<file path="src/rtl/snn_core_scheduler.sv">
// snn_core_scheduler: Wishbone-programmed step sequencer for the dual SNN cores.
// Ports: wb_clk_i/wb_rst_i clock and sync reset; wbs_* Wishbone slave with
// CTRL/NUM_STEPS/STATUS; core_start_o/core_done_i core handshake;
// enable_calc_o spike latch pulses; core_en_o bank select; busy_o; irq_o.
module snn_core_scheduler #(
   parameter logic [31:0] SCHED_BASE = 32'h8006_0000,
   parameter int unsigned STEP_W     = 16
) (
   input  logic        wb_clk_i,
   input  logic        wb_rst_i,
   input  logic        wbs_cyc_i,
   input  logic        wbs_stb_i,
   input  logic        wbs_we_i,
   input  logic [3:0]  wbs_sel_i,
   input  logic [31:0] wbs_adr_i,
   input  logic [31:0] wbs_dat_i,
   output logic        wbs_ack_o,
   output logic [31:0] wbs_dat_o,
   output logic [1:0]  core_start_o,
   input  logic [1:0]  core_done_i,
   output logic [1:0]  enable_calc_o,
   output logic [1:0]  core_en_o,
   output logic        busy_o,
   output logic        irq_o
);

   typedef enum logic [2:0] {
      S_IDLE,
      S_ISSUE,
      S_WAIT,
      S_LATCH,
      S_NEXT
   } state_e;

   state_e state_q, state_d;

   logic              ack_q;
   logic [31:0]       dat_q;
   logic [1:0]        mask_q, mask_d;
   logic              mode_q, mode_d;
   logic [STEP_W-1:0] nsteps_q, nsteps_d;
   logic [STEP_W-1:0] step_q, step_d;
   logic              done_q, done_d;
   logic              aborted_q, aborted_d;
   logic [1:0]        sticky_q, sticky_d;
   logic              phase_q, phase_d;

   logic [31:0]       offs;
   logic              addr_hit;
   logic [1:0]        off;
   logic              req;
   logic              wr_ctrl;
   logic              wr_nst;
   logic              idle;
   logic              abort_req;
   logic              start_req;
   logic              run_ok;
   logic              chained;
   logic [1:0]        cur_mask;
   logic [1:0]        flags_now;
   logic              wait_ok;
   logic [STEP_W-1:0] step_inc;
   logic              last;
   logic [31:0]       rdata;
   logic [31:0]       nst_wr;
   logic              unused_bits;

   // Address decode: three word-aligned registers above SCHED_BASE.
   assign offs     = wbs_adr_i - SCHED_BASE;
   assign off      = offs[3:2];
   assign addr_hit = (offs[31:4] == '0) && (offs[3:2] != 2'b11)
                     && (offs[1:0] == 2'b00);
   // Gating on ack_q gives one ack every other cycle for a held request.
   assign req      = wbs_cyc_i && wbs_stb_i && addr_hit && !ack_q;
   assign wr_ctrl  = req && wbs_we_i && (off == 2'd0) && wbs_sel_i[0];
   assign wr_nst   = req && wbs_we_i && (off == 2'd1);

   assign idle      = (state_q == S_IDLE);
   assign abort_req = wr_ctrl && wbs_dat_i[4];
   assign start_req = wr_ctrl && wbs_dat_i[0] && !wbs_dat_i[4];
   // The start write may carry the mask itself, so judge it on wbs_dat_i.
   assign run_ok    = start_req && idle && (wbs_dat_i[2:1] != 2'b00)
                      && (nsteps_q != '0);

   // Chaining needs both cores; a single selected core runs as parallel.
   assign chained  = mode_q && (mask_q == 2'b11);
   assign cur_mask = chained ? (phase_q ? 2'b10 : 2'b01) : mask_q;

   // ISSUE discards old flags but still captures a done seen that cycle;
   // WAIT looks at the live done too so a one-cycle response costs no slot.
   assign flags_now = ((state_q == S_ISSUE) ? 2'b00 : sticky_q)
                      | (core_done_i & cur_mask);
   assign wait_ok   = ((flags_now & cur_mask) == cur_mask);

   assign step_inc = step_q + 1'b1;
   assign last     = (step_inc == nsteps_q);

   always_comb begin
      nst_wr = 32'(nsteps_q);
      for (int i = 0; i < 4; i++) begin
         if (wbs_sel_i[i]) nst_wr[8*i +: 8] = wbs_dat_i[8*i +: 8];
      end
   end
   assign unused_bits = ^nst_wr;

   always_comb begin
      rdata = '0;
      unique case (off)
         2'd0:    rdata = {27'd0, 1'b0, mode_q, mask_q, 1'b0};
         2'd1:    rdata = 32'(nsteps_q);
         2'd2:    rdata = {16'(step_q), 13'd0, aborted_q, done_q, !idle};
         default: rdata = '0;
      endcase
   end

   always_ff @(posedge wb_clk_i) begin
      if (wb_rst_i) begin
         ack_q <= 1'b0;
         dat_q <= '0;
      end else begin
         ack_q <= req;
         if (req && !wbs_we_i) dat_q <= rdata;
      end
   end

   // FSM: state register.
   always_ff @(posedge wb_clk_i) begin
      if (wb_rst_i) state_q <= S_IDLE;
      else          state_q <= state_d;
   end

   // FSM: next state.
   always_comb begin
      state_d = state_q;
      if (!idle && abort_req) begin
         state_d = S_IDLE;
      end else begin
         unique case (state_q)
            S_IDLE:  if (run_ok) state_d = S_ISSUE;
            S_ISSUE: state_d = S_WAIT;
            S_WAIT:  if (wait_ok) state_d = S_LATCH;
            S_LATCH: state_d = (chained && !phase_q) ? S_ISSUE : S_NEXT;
            S_NEXT:  state_d = last ? S_IDLE : S_ISSUE;
            default: state_d = S_IDLE;
         endcase
      end
   end

   // FSM: outputs.
   always_comb begin
      core_start_o  = 2'b00;
      enable_calc_o = 2'b00;
      if (state_q == S_ISSUE) core_start_o  = cur_mask;
      if (state_q == S_LATCH) enable_calc_o = cur_mask;
   end

   // Datapath next state: config, status and per-step bookkeeping.
   always_comb begin
      mask_d    = mask_q;
      mode_d    = mode_q;
      nsteps_d  = nsteps_q;
      step_d    = step_q;
      done_d    = done_q;
      aborted_d = aborted_q;
      phase_d   = phase_q;
      sticky_d  = idle ? sticky_q : flags_now;
      if (wr_ctrl && idle) begin
         mask_d = wbs_dat_i[2:1];
         mode_d = wbs_dat_i[3];
      end
      if (wr_nst && idle) nsteps_d = nst_wr[STEP_W-1:0];
      if (idle && start_req) begin
         done_d    = !run_ok;
         aborted_d = 1'b0;
         step_d    = '0;
         sticky_d  = 2'b00;
         phase_d   = 1'b0;
      end else if (!idle && abort_req) begin
         aborted_d = 1'b1;
      end else if (state_q == S_LATCH) begin
         if (chained && !phase_q) phase_d = 1'b1;
      end else if (state_q == S_NEXT) begin
         step_d  = step_inc;
         phase_d = 1'b0;
         if (last) done_d = 1'b1;
      end
   end

   always_ff @(posedge wb_clk_i) begin
      if (wb_rst_i) begin
         mask_q    <= '0;
         mode_q    <= 1'b0;
         nsteps_q  <= '0;
         step_q    <= '0;
         done_q    <= 1'b0;
         aborted_q <= 1'b0;
         sticky_q  <= '0;
         phase_q   <= 1'b0;
      end else begin
         mask_q    <= mask_d;
         mode_q    <= mode_d;
         nsteps_q  <= nsteps_d;
         step_q    <= step_d;
         done_q    <= done_d;
         aborted_q <= aborted_d;
         sticky_q  <= sticky_d;
         phase_q   <= phase_d;
      end
   end

   assign wbs_ack_o = ack_q;
   assign wbs_dat_o = dat_q;
   assign core_en_o = mask_q;
   assign busy_o    = !idle;
   assign irq_o     = done_q;

endmodule

</file>
<file path="config.mk">
export PLATFORM = sky130hd
export DESIGN_NAME = snn_core_scheduler
export DESIGN_NICKNAME = d
export VERILOG_FILES = /design/src/rtl/snn_core_scheduler.sv
export SDC_FILE = /design/constraint.sdc
export NUM_CORES = 1
export LEC_CHECK = 0
export ABC_AREA = 1
export BUFFER_PORTS_ARGS = -buffer_cell sky130_fd_sc_hd__buf_2
export CORE_AREA = 2 2 88 111
export CTS_CLUSTER_DIAMETER = 30
export CTS_CLUSTER_SIZE = 20
export DETAILED_ROUTE_END_ITERATION = 10
export DIE_AREA = 0 0 90 113
export PLACE_DENSITY = 0.83
export SLEW_MARGIN = 15
export SYNTH_ARGS = -nofsm -noshare
export SYNTH_HDL_FRONTEND = slang
export SYNTH_SLANG_ARGS = --single-unit
</file>
<file path="constraint.sdc">
create_clock -name wb_clk_i -period 4.4 [get_ports wb_clk_i]
set_input_delay 0.22 -clock wb_clk_i [delete_from_list [all_inputs] [get_ports wb_clk_i]]
set_output_delay 0.22 -clock wb_clk_i [all_outputs]
set_load 0.03 [all_outputs]
</file>
-- After elaboration in Yosys (flattened, before gate mapping)
Index checks and enable logic that the tools add are counted.
- add/subtract/negate cells: 2
- eq/ne operators: 15
- muxes and demuxes: 19
- bitwise logic cells: 5
- reductions and logical operators: 44
- operator list (kind ; number):
    32-bit one-hot mux with 3 select lines ; 1
    32-bit subtractor (second input constant) ; 1
    28-bit zero test ; 1
    1-bit logical AND ; 21
    16-bit by 1-bit adder with 16-bit output (second input constant) ; 1
    16-bit equality test ; 1
    16-bit nonzero test ; 1
    3-bit one-hot mux with 5 select lines ; 1
    2-bit 2-to-1 mux ; 5
    2-bit != test (second input constant) ; 5
    1-bit 2-to-1 mux ; 9
    3-bit 2-to-1 mux ; 3
    2-bit nonzero test ; 4
    3-bit by 2-bit equality test with 1-bit output (second input constant) ; 2
    1-bit zero test ; 6
    2-bit AND reduction ; 3
    3-bit AND reduction ; 2
    2-bit bitwise AND ; 2
    2-bit equality test (second input constant) ; 2
    2-bit zero test ; 2
    4-bit AND reduction ; 1
    2-bit OR reduction ; 2
    3-bit by 1-bit equality test with 1-bit output (second input constant) ; 1
    3-bit equality test (second input constant) ; 1
    other kinds (6) ; 7
- bits in registers: 76
- bits of input ports: 75
- logic and storage cells: 97

-- Logic depth before layout (Yosys ltp)
Gate-level depths: netlist of run 1.
- depth after elaboration: 16
- depth in mapped cells: 17
- gate-level depth less buffers: 17

-- Least setup slack after synthesis of run 1
OpenSTA, ideal clock, no wires.
- kind: input-to-reg
- from: input wbs_adr_i[17]
- to: register nsteps_q[5]
- library setup time: 116 ps
- data arrival time: 1786 ps
- setup slack: 2498 ps
- stages: 15
- cell sequence: ha_1 nor2_1 nand2_1 nor2_1 nand2_1 nor2_1 nand3b_1 nor2_2 nand3_2 clkinv_2 nand2_2 nor3_4 inv_2 nor2_1 nor2_1
- cells in the longest elaborated chain, start to end: 10
- ends and longest elaborated chain (item ; RTL line ; RTL):
    from (decl) ; 15 ; input logic [31:0] wbs_adr_i,
    32-bit subtractor ; 69 ; assign offs = wbs_adr_i - SCHED_BASE;
    28-bit zero test ; 71 ; assign addr_hit = (offs[31:4] == '0) && (offs[3:2] != 2'b11)
    1-bit logical AND ; 71 ;
    1-bit logical AND ; 72 ; && (offs[1:0] == 2'b00);
    1-bit logical AND (2 in a row) ; 74 ; assign req = wbs_cyc_i && wbs_stb_i && addr_hit && !ack_q;
    1-bit logical AND (2 in a row) ; 76 ; assign wr_nst = req && wbs_we_i && (off == 2'd1);
    1-bit logical AND ; 171 ; if (wr_nst && idle) nsteps_d = nst_wr[STEP_W-1:0];
    2-bit AND reduction (no source line) ; - ;
    to (signal assigned) ; 202 ; nsteps_q <= nsteps_d;
    to (decl) ; 41 ; logic [STEP_W-1:0] nsteps_q, nsteps_d;
Every way passes these cells.
A chain may end at the register's enable or synchronous reset.

-- Worst setup path in the final report of run 1
- from: register step_q[0]
- to: register done_q, in the netlist irq_o
- cells in the longest elaborated chain, start to end: 4
- ends and longest elaborated chain (item ; RTL line ; RTL):
    from (decl) ; 42 ; logic [STEP_W-1:0] step_q, step_d;
    from (signal assigned) ; 203 ; step_q <= step_d;
    16-bit by 1-bit adder with 16-bit output ; 95 ; assign step_inc = step_q + 1'b1;
    16-bit equality test ; 96 ; assign last = (step_inc == nsteps_q);
    2-bit nonzero test (no source line) ; - ;
    4-bit AND reduction (no source line) ; - ;
    to (signal assigned) ; 204 ; done_q <= done_d;
    to (decl) ; 43 ; logic done_q, done_d;
Every way passes these cells.

==> results of run 1 <==
[cells in the final DEF (no fill, tap or decap), types with 3 or more instances in the layout]
master     instances
a21oi_1           43
buf_2             97
buf_4              3
clkbuf_16          9
dfxtp_1           76
inv_1             63
inv_2              5
nand2_1          114
nand2_2            4
nand3_1           42
nand3b_1           3
nand4_1            7
nor2_1           137
nor2_2             6
nor3_1            11
nor4_1             4
o211a_1            8
o21a_1            23
o21ai_0           39
o22ai_1            3
xor2_1             4
[cell families after synthesis]
logic type               share of synthesized area [%]
AO/OA/AOI/OAI                                     18.5
XOR/XNOR                                          1.05
adder cells (fa/ha/maj)                          0.603
buffers and inverters                             8.38
flip-flops                                        36.6
AND/OR/NAND/NOR                                   34.8
[per-layer routing]
layer	part of all wire, %	routed length (um)	vias to the layer above
met2	48	5110	134
met4	3.4	361	0
met5	0	0	-
li1	-	-	2262
met3	5.5	592	24
met1	43	4640	1958
[path summary, 6_finish.rpt]
check,from,end,slack [ns],cells past startpoint
setup reg to reg,step_q[0],irq_o,1.95,13
hold reg to reg,wbs_dat_o[22],wbs_dat_o[22],0.46,1
setup / recovery,step_q[0],irq_o,1.95,13
hold / removal,wbs_dat_i[13],nsteps_q[13],0.11,3
[worst register-to-register path: cells and delay by family (launching register included)]
family | cells | cell delay (ns)
AO/OA/AOI/OAI | 1 | 0.13
flip-flops | 1 | 0.43
adder cells (fa/ha/maj) | 1 | 0.30
AND/OR/NAND/NOR | 11 | 1.54
[flip-flops by register name, summed over array words and instances, names as in the netlist]
register / count
aborted_q: 1
core_en_o: 2
irq_o: 1
mode_q: 1
nsteps_q: 16
phase_q: 1
state_q: 3
step_q: 16
sticky_q: 2
wbs_ack_o: 1
wbs_dat_o: 32
[layout make-up]
cell class	instances	area share [%]
Timing Repair Buffer	100	10.1
Inverter	69	5.18
Clock buffer	10	4.55
Clock inverter	6	1.44
Sequential cell	76	30.3
Tap cell	123	3.06
Multi-Input combinational cell	469	45.4
[metrics by stage]
step | power (uW) | cells | setup slack, ns
floorplan | 777 | 631 | 2.50
global placement | 824 | 837 | 1.85
detailed placement | 825 | 837 | 1.80
CTS | 1560 | 853 | 1.97
global route | 1610 | 853 | 1.71
finish | 1550 | 853 | 1.95
[power groups by stage]
| stage | clock network, uW | logic (uW) | registers [uW] |
|---|---|---|---|
| 2_1_floorplan | 0 | 66.9 | 710 |
| 3_3_place_gp | 0 | 113 | 711 |
| 3_5_place_dp | 0 | 114 | 711 |
| 4_1_cts | 753 | 114 | 696 |
| 5_1_grt | 783 | 128 | 696 |
| 6_report | 737 | 115 | 696 |
==> metrics.txt, run 1 <==
P_leak=0.00235 uW; Area Growth Syn to Fin=21.1%; Worst Hold Class=in -> reg; clock tree from TritonCTS=yes; CTS resizes=0; H-Tree Depth=3; # rows=39; Post-synth EDFFs=0; final worst path period need=2.45 ns; largest net degree at the start of global routing=43; Worst Tran Pin Value=0.676 ns; RSZ-0062 raised after global routing=false; io pins=116; Post-Syn Area=4150 sq um; CTS clk-pin slew, worst paths=0.06 ns; most common cell in the netlist=nor2_1; routability cong.=0.961; Root Buffer=clkbuf_16; area share of the largest cell type after synthesis=36.6%; CP startpoint kind=register; CP Buf/Inv Count=0; Global Route Usage Sum=21.6%; DR DRC count=0; Finished Core Util=55.4%; ys async rst share=0%; outcome=finished clean; hpwl dp=7920 um; I/O Buffers=97; Final setup viols=0; PwrDens=308 nW/um^2; met1 Track Usage GR=24.9%; critical path class=reg -> reg; Multi-input gate area=2280 sq um; DIE AREA=10200 sq um; critical path's slowest cell=dfxtp_1; Clock Path Buffers=2; Crit path largest cell delay=0.43 ns; critical path fanouts, max=6; fmax=0.408 GHz; Syn Nets=708; total wire length=10700 um; crit-path cells=ha_1, nand2_1, nor2_1, nand3_1, nand2_1, nand2_1, nand2_1, nand3_1, nor2_1, nand4_1, nand2_1, nand2_1, a21oi_1; Fin. Hold Viols=0; Antenna Cells=0; crit end category=register; CP dominant cell by count=nand2_1; vias in the first global route=4056; later-pin clock latency in the skew report=0.34 ns; Seq/Total Area, Yosys=36.6%; Synth Register Bits=76; Worst Path Required=4.67 ns; Netlist cell types=38; Yosys top cell by area=dfxtp_1; fillers=902; WP data arrival=2.72 ns; Post-synth top cells=nor2_1 (137), nand2_1 (114), dfxtp_1 (76); Syn Inst Count=631; DR WL/cell=12.5 um; Setup TNS=0 ns; Int Pwr=1180 uW; relative slew slack=54.9%; floorplan core area=9080 sq um; period utilization=55.7%; chip width=90 um; syn avg cell area=6.58 sq um; Synth area leaders=dfxtp_1 (37%), nor2_1 (12%), nand2_1 (10%), inv_1 (5.7%), a21oi_1 (5.2%); Syn. warnings=0; antenna viol nets, final=0; # Post-CTS Setup Buffers=0; post-place instance area=4730 sq um; Starting Density=45.7%; Num CTS Buffers=9; Clock Power Share=47.6%; clock skew=0.00830 ns; hold bufs inserted after CTS=0; Combinational Power Share=7.4%; antenna violations before repair=0; FF+latch area=1520 sq um; Hold Worst Slack=0.111 ns; grt met3 use=4.39%; Top Usage Layer GRT=met2; vias=4378; drt first pass iters=5; Final Slew Violations=0; first-pass GRT wire length=18000 um; Max Cap Viol=0; Reg power frac=45.0%; grt ovf=0; M2 GR Usage=37.5%; Most used DFF post-synth=dfxtp_1; Die H=113 um; maximum vdd drop=0.220 mV; Final nets=802; share of layout cells above drive strength 1=19.0%; vias per cell=5.13; post-layout instance area=5030 sq um; Starting DRT DRC Count=263; switching pwr=367 uW; Sw Share=23.7%; # clock sinks=76; Largest delay share family, worst path=simple AND/OR/NAND/NOR gates
Power figures use the tool's default switching activity.
==> run 2, diff against run 1 <==
- ABC_AREA: 1 -> 0
- CORE_AREA: 2 2 88 111 -> 2 2 91 114
- DIE_AREA: 0 0 90 113 -> 0 0 93 116
- PLACE_DENSITY: 0.83 -> 0.86
- clock period: 4.4 -> 2 ns (I/O delays scaled with it)
==> metrics.txt, run 2 <==
outcome=finished with violations; failing checks=hold timing, setup timing; crit-path cells=ha_4, buf_4, xor2_1, o21ai_0, o22ai_1, nor4_2, nand4_1, a21oi_1; antenna violations before repair=0; Area Growth Syn to Fin=52.3%; Syn. warnings=0; Layout Cells excl Fill=863; Final nets=809; Yosys top cell by area=dfxtp_1; syn avg cell area=8.15 sq um; Min-Delay Endpoint=nsteps_q[12]; chip width=93 um; post-place setup slack=-0.581 ns; Clock Power Share=50.0%; Int Pwr=2740 uW; most frequent cells in the layout=buf_2 (97), buf_4 (95), dfxtp_1 (73); io pins=116; relative slew slack=66.6%; critical path's slowest cell=nor4_2; total wire length=18600 um; Most used DFF post-synth=dfxtp_1; DR WL/cell=21.6 um; Netlist cell types=66; critical path fanouts, max=5; RSZ-0062 raised after global routing=true; later-pin clock latency in the skew report=0.35 ns; hpwl dp=11000 um; clock tree from TritonCTS=yes; Max Cap Viol=0; Hold Crit Depth=3; Combinational Power Share=8.1%; maximum vdd drop=0.311 mV; Worst Hold Class=in -> reg; Synth area leaders=dfxtp_1 (34%), mux2i_1 (7.0%), nand2_1 (6.2%), nand3b_1 (4.7%), nand4_1 (3.2%); Sw Share=24.0%; grt ovf=0; drt first pass iters=7; CP Buf/Inv Count=1; Crit path largest cell delay=0.39 ns; H-Tree Depth=3; P_leak=0.00274 uW; Syn Inst Count=547; CTS clk-pin slew, worst paths=0.06 ns; Fin. Hold Viols=1; Reg2Reg Depth=8; Worst Tran Pin Value=0.493 ns; Seq/Total Area, Yosys=34.1%; Post-Syn Area=4460 sq um; fillers=631; Starting DRT DRC Count=628; routability cong.=0.988; switching pwr=867 uW; most common cell in the netlist=dfxtp_1; final worst path period need=2.32 ns; DR DRC count=0; Synth Register Bits=76; WP data arrival=2.60 ns; Antenna Cells=0; most common cell after layout, fill and taps aside=buf_2; critical path class=reg -> reg; area share of the largest cell type after synthesis=34.1%; share of layout cells above drive strength 1=42.6%; vias per cell=6.52; Root Buffer=clkbuf_16; Post-synth top cells=dfxtp_1 (76), nand2_1 (74), nor2_1 (33); vias in the first global route=5322; Hold Worst Slack=-0.000887 ns; Final setup viols=75; crit end category=register; CP startpoint kind=register; Starting Density=46.4%; Post-synth EDFFs=0; clock skew=0.00413 ns; Num CTS Buffers=9; max reg flops=32; FF-to-FF Start=step_q[0]; reg-to-reg slack, setup=-0.32 ns; Syn Nets=624; Reg power frac=41.9%; antenna viol nets, final=0; final worst slack=-0.322 ns; period utilization=116%; PwrDens=532 nW/um^2; first-pass GRT wire length=26400 um; Final Slew Violations=0; Largest delay share family, worst path=compound AO/OA/AOI/OAI gates; I/O Buffers=97; ys async rst share=0%; dpl cells=819; Worst Path Required=2.28 ns; Die H=116 um; # clock sinks=76; Hold Path Origin=wbs_dat_i[12]; Clock Path Buffers=2; r2r endpoint=irq_o; floorplan core area=9610 sq um; vias=5630; DIE AREA=10800 sq um; Global Route Usage Sum=31.3%; fmax=0.431 GHz; # rows=40; largest net degree at the start of global routing=22
==> run 2: worst max path at each step <==
stage                              end          start  cells after the start
final                            irq_o      step_q[0]                      8
after global routing             irq_o      step_q[0]                      8
after CTS                 nsteps_q[13]      wbs_ack_o                      6
after detailed placement  nsteps_q[13]  wbs_adr_i[17]                      8
after global placement    core_en_o[1]  wbs_adr_i[17]                      9
after floorplan             step_q[12]  wbs_adr_i[22]                      6
==> run 2: kinds of logic after synthesis <==
kind of cell	share of synthesized area [%]
compound gates	16.9
xor+xnor	4.32
fa+ha+maj	0.561
buf+inv	4.60
flops	34.1
mux	7.21
simple gates	32.3
==> run 2: metal layers <==
metal,GRT usage (%),part of all wire [%],up-vias
li1,-,-,2396
met1,35.6,35,2638
met4,18.3,7.7,0
met2,55.4,48,445
met5,0,0,-
met3,4.75,9.2,151
==> run 2: per-stage QoR <==
| stage | TNS [ns] | total power, uW | utilization [%] | area (sq um) |
|---|---|---|---|---|
| after floorplan | -18.71 | 1670 | - | 4600 |
| after global placement | -29.74 | 1800 | 59.7 | 5740 |
| after detailed placement | -34.27 | 1810 | 59.7 | 5740 |
| after CTS | -6.92 | 3580 | 67.8 | 6520 |
| after global routing | -18.63 | 3690 | 70.7 | 6790 |
| final | -12.76 | 3610 | 70.7 | 6790 |
==> run 2: area by class of cell <==
type                       instances  area (sq um)  share of cell area, %
multi-input combinational        423          3140                   46.3
timing repair buffer             214          1610                   23.6
sequential                        76          1530                   22.5
clock buffer                       9           225                   3.32
tap                              126           158                   2.32
clock inverter                     7          98.8                   1.46
inverter                           8          31.3                  0.461
==> run 2: power by group through the flow <==
stage / sequential [uW] / clock [uW] / combinational [uW]
after floorplan: 1550 / 0 / 123
after global placement: 1550 / 0 / 254
after detailed placement: 1550 / 0 / 263
after CTS: 1510 / 1790 / 273
after global routing: 1510 / 1880 / 306
final: 1510 / 1810 / 293
==> run 2: tightest hold or removal path: stages <==
cell and delay, ns:
buf_2 0.08, mux2i_1 0.05, nor2_1 0.09
==> run 2: repair_timing <==
| action | in CTS | in global routing |
|---|---|---|
| pin swaps | 25 | 18 |
| gates resized for setup | 61 | 31 |
| setup buffers | 9 | 9 |
| hold buffers | 1 | 0 |
| gates cloned | 6 | 3 |
| endpoints found under the setup margin | 73 | 75 |
| endpoints found under the hold margin | 1 | 0 |
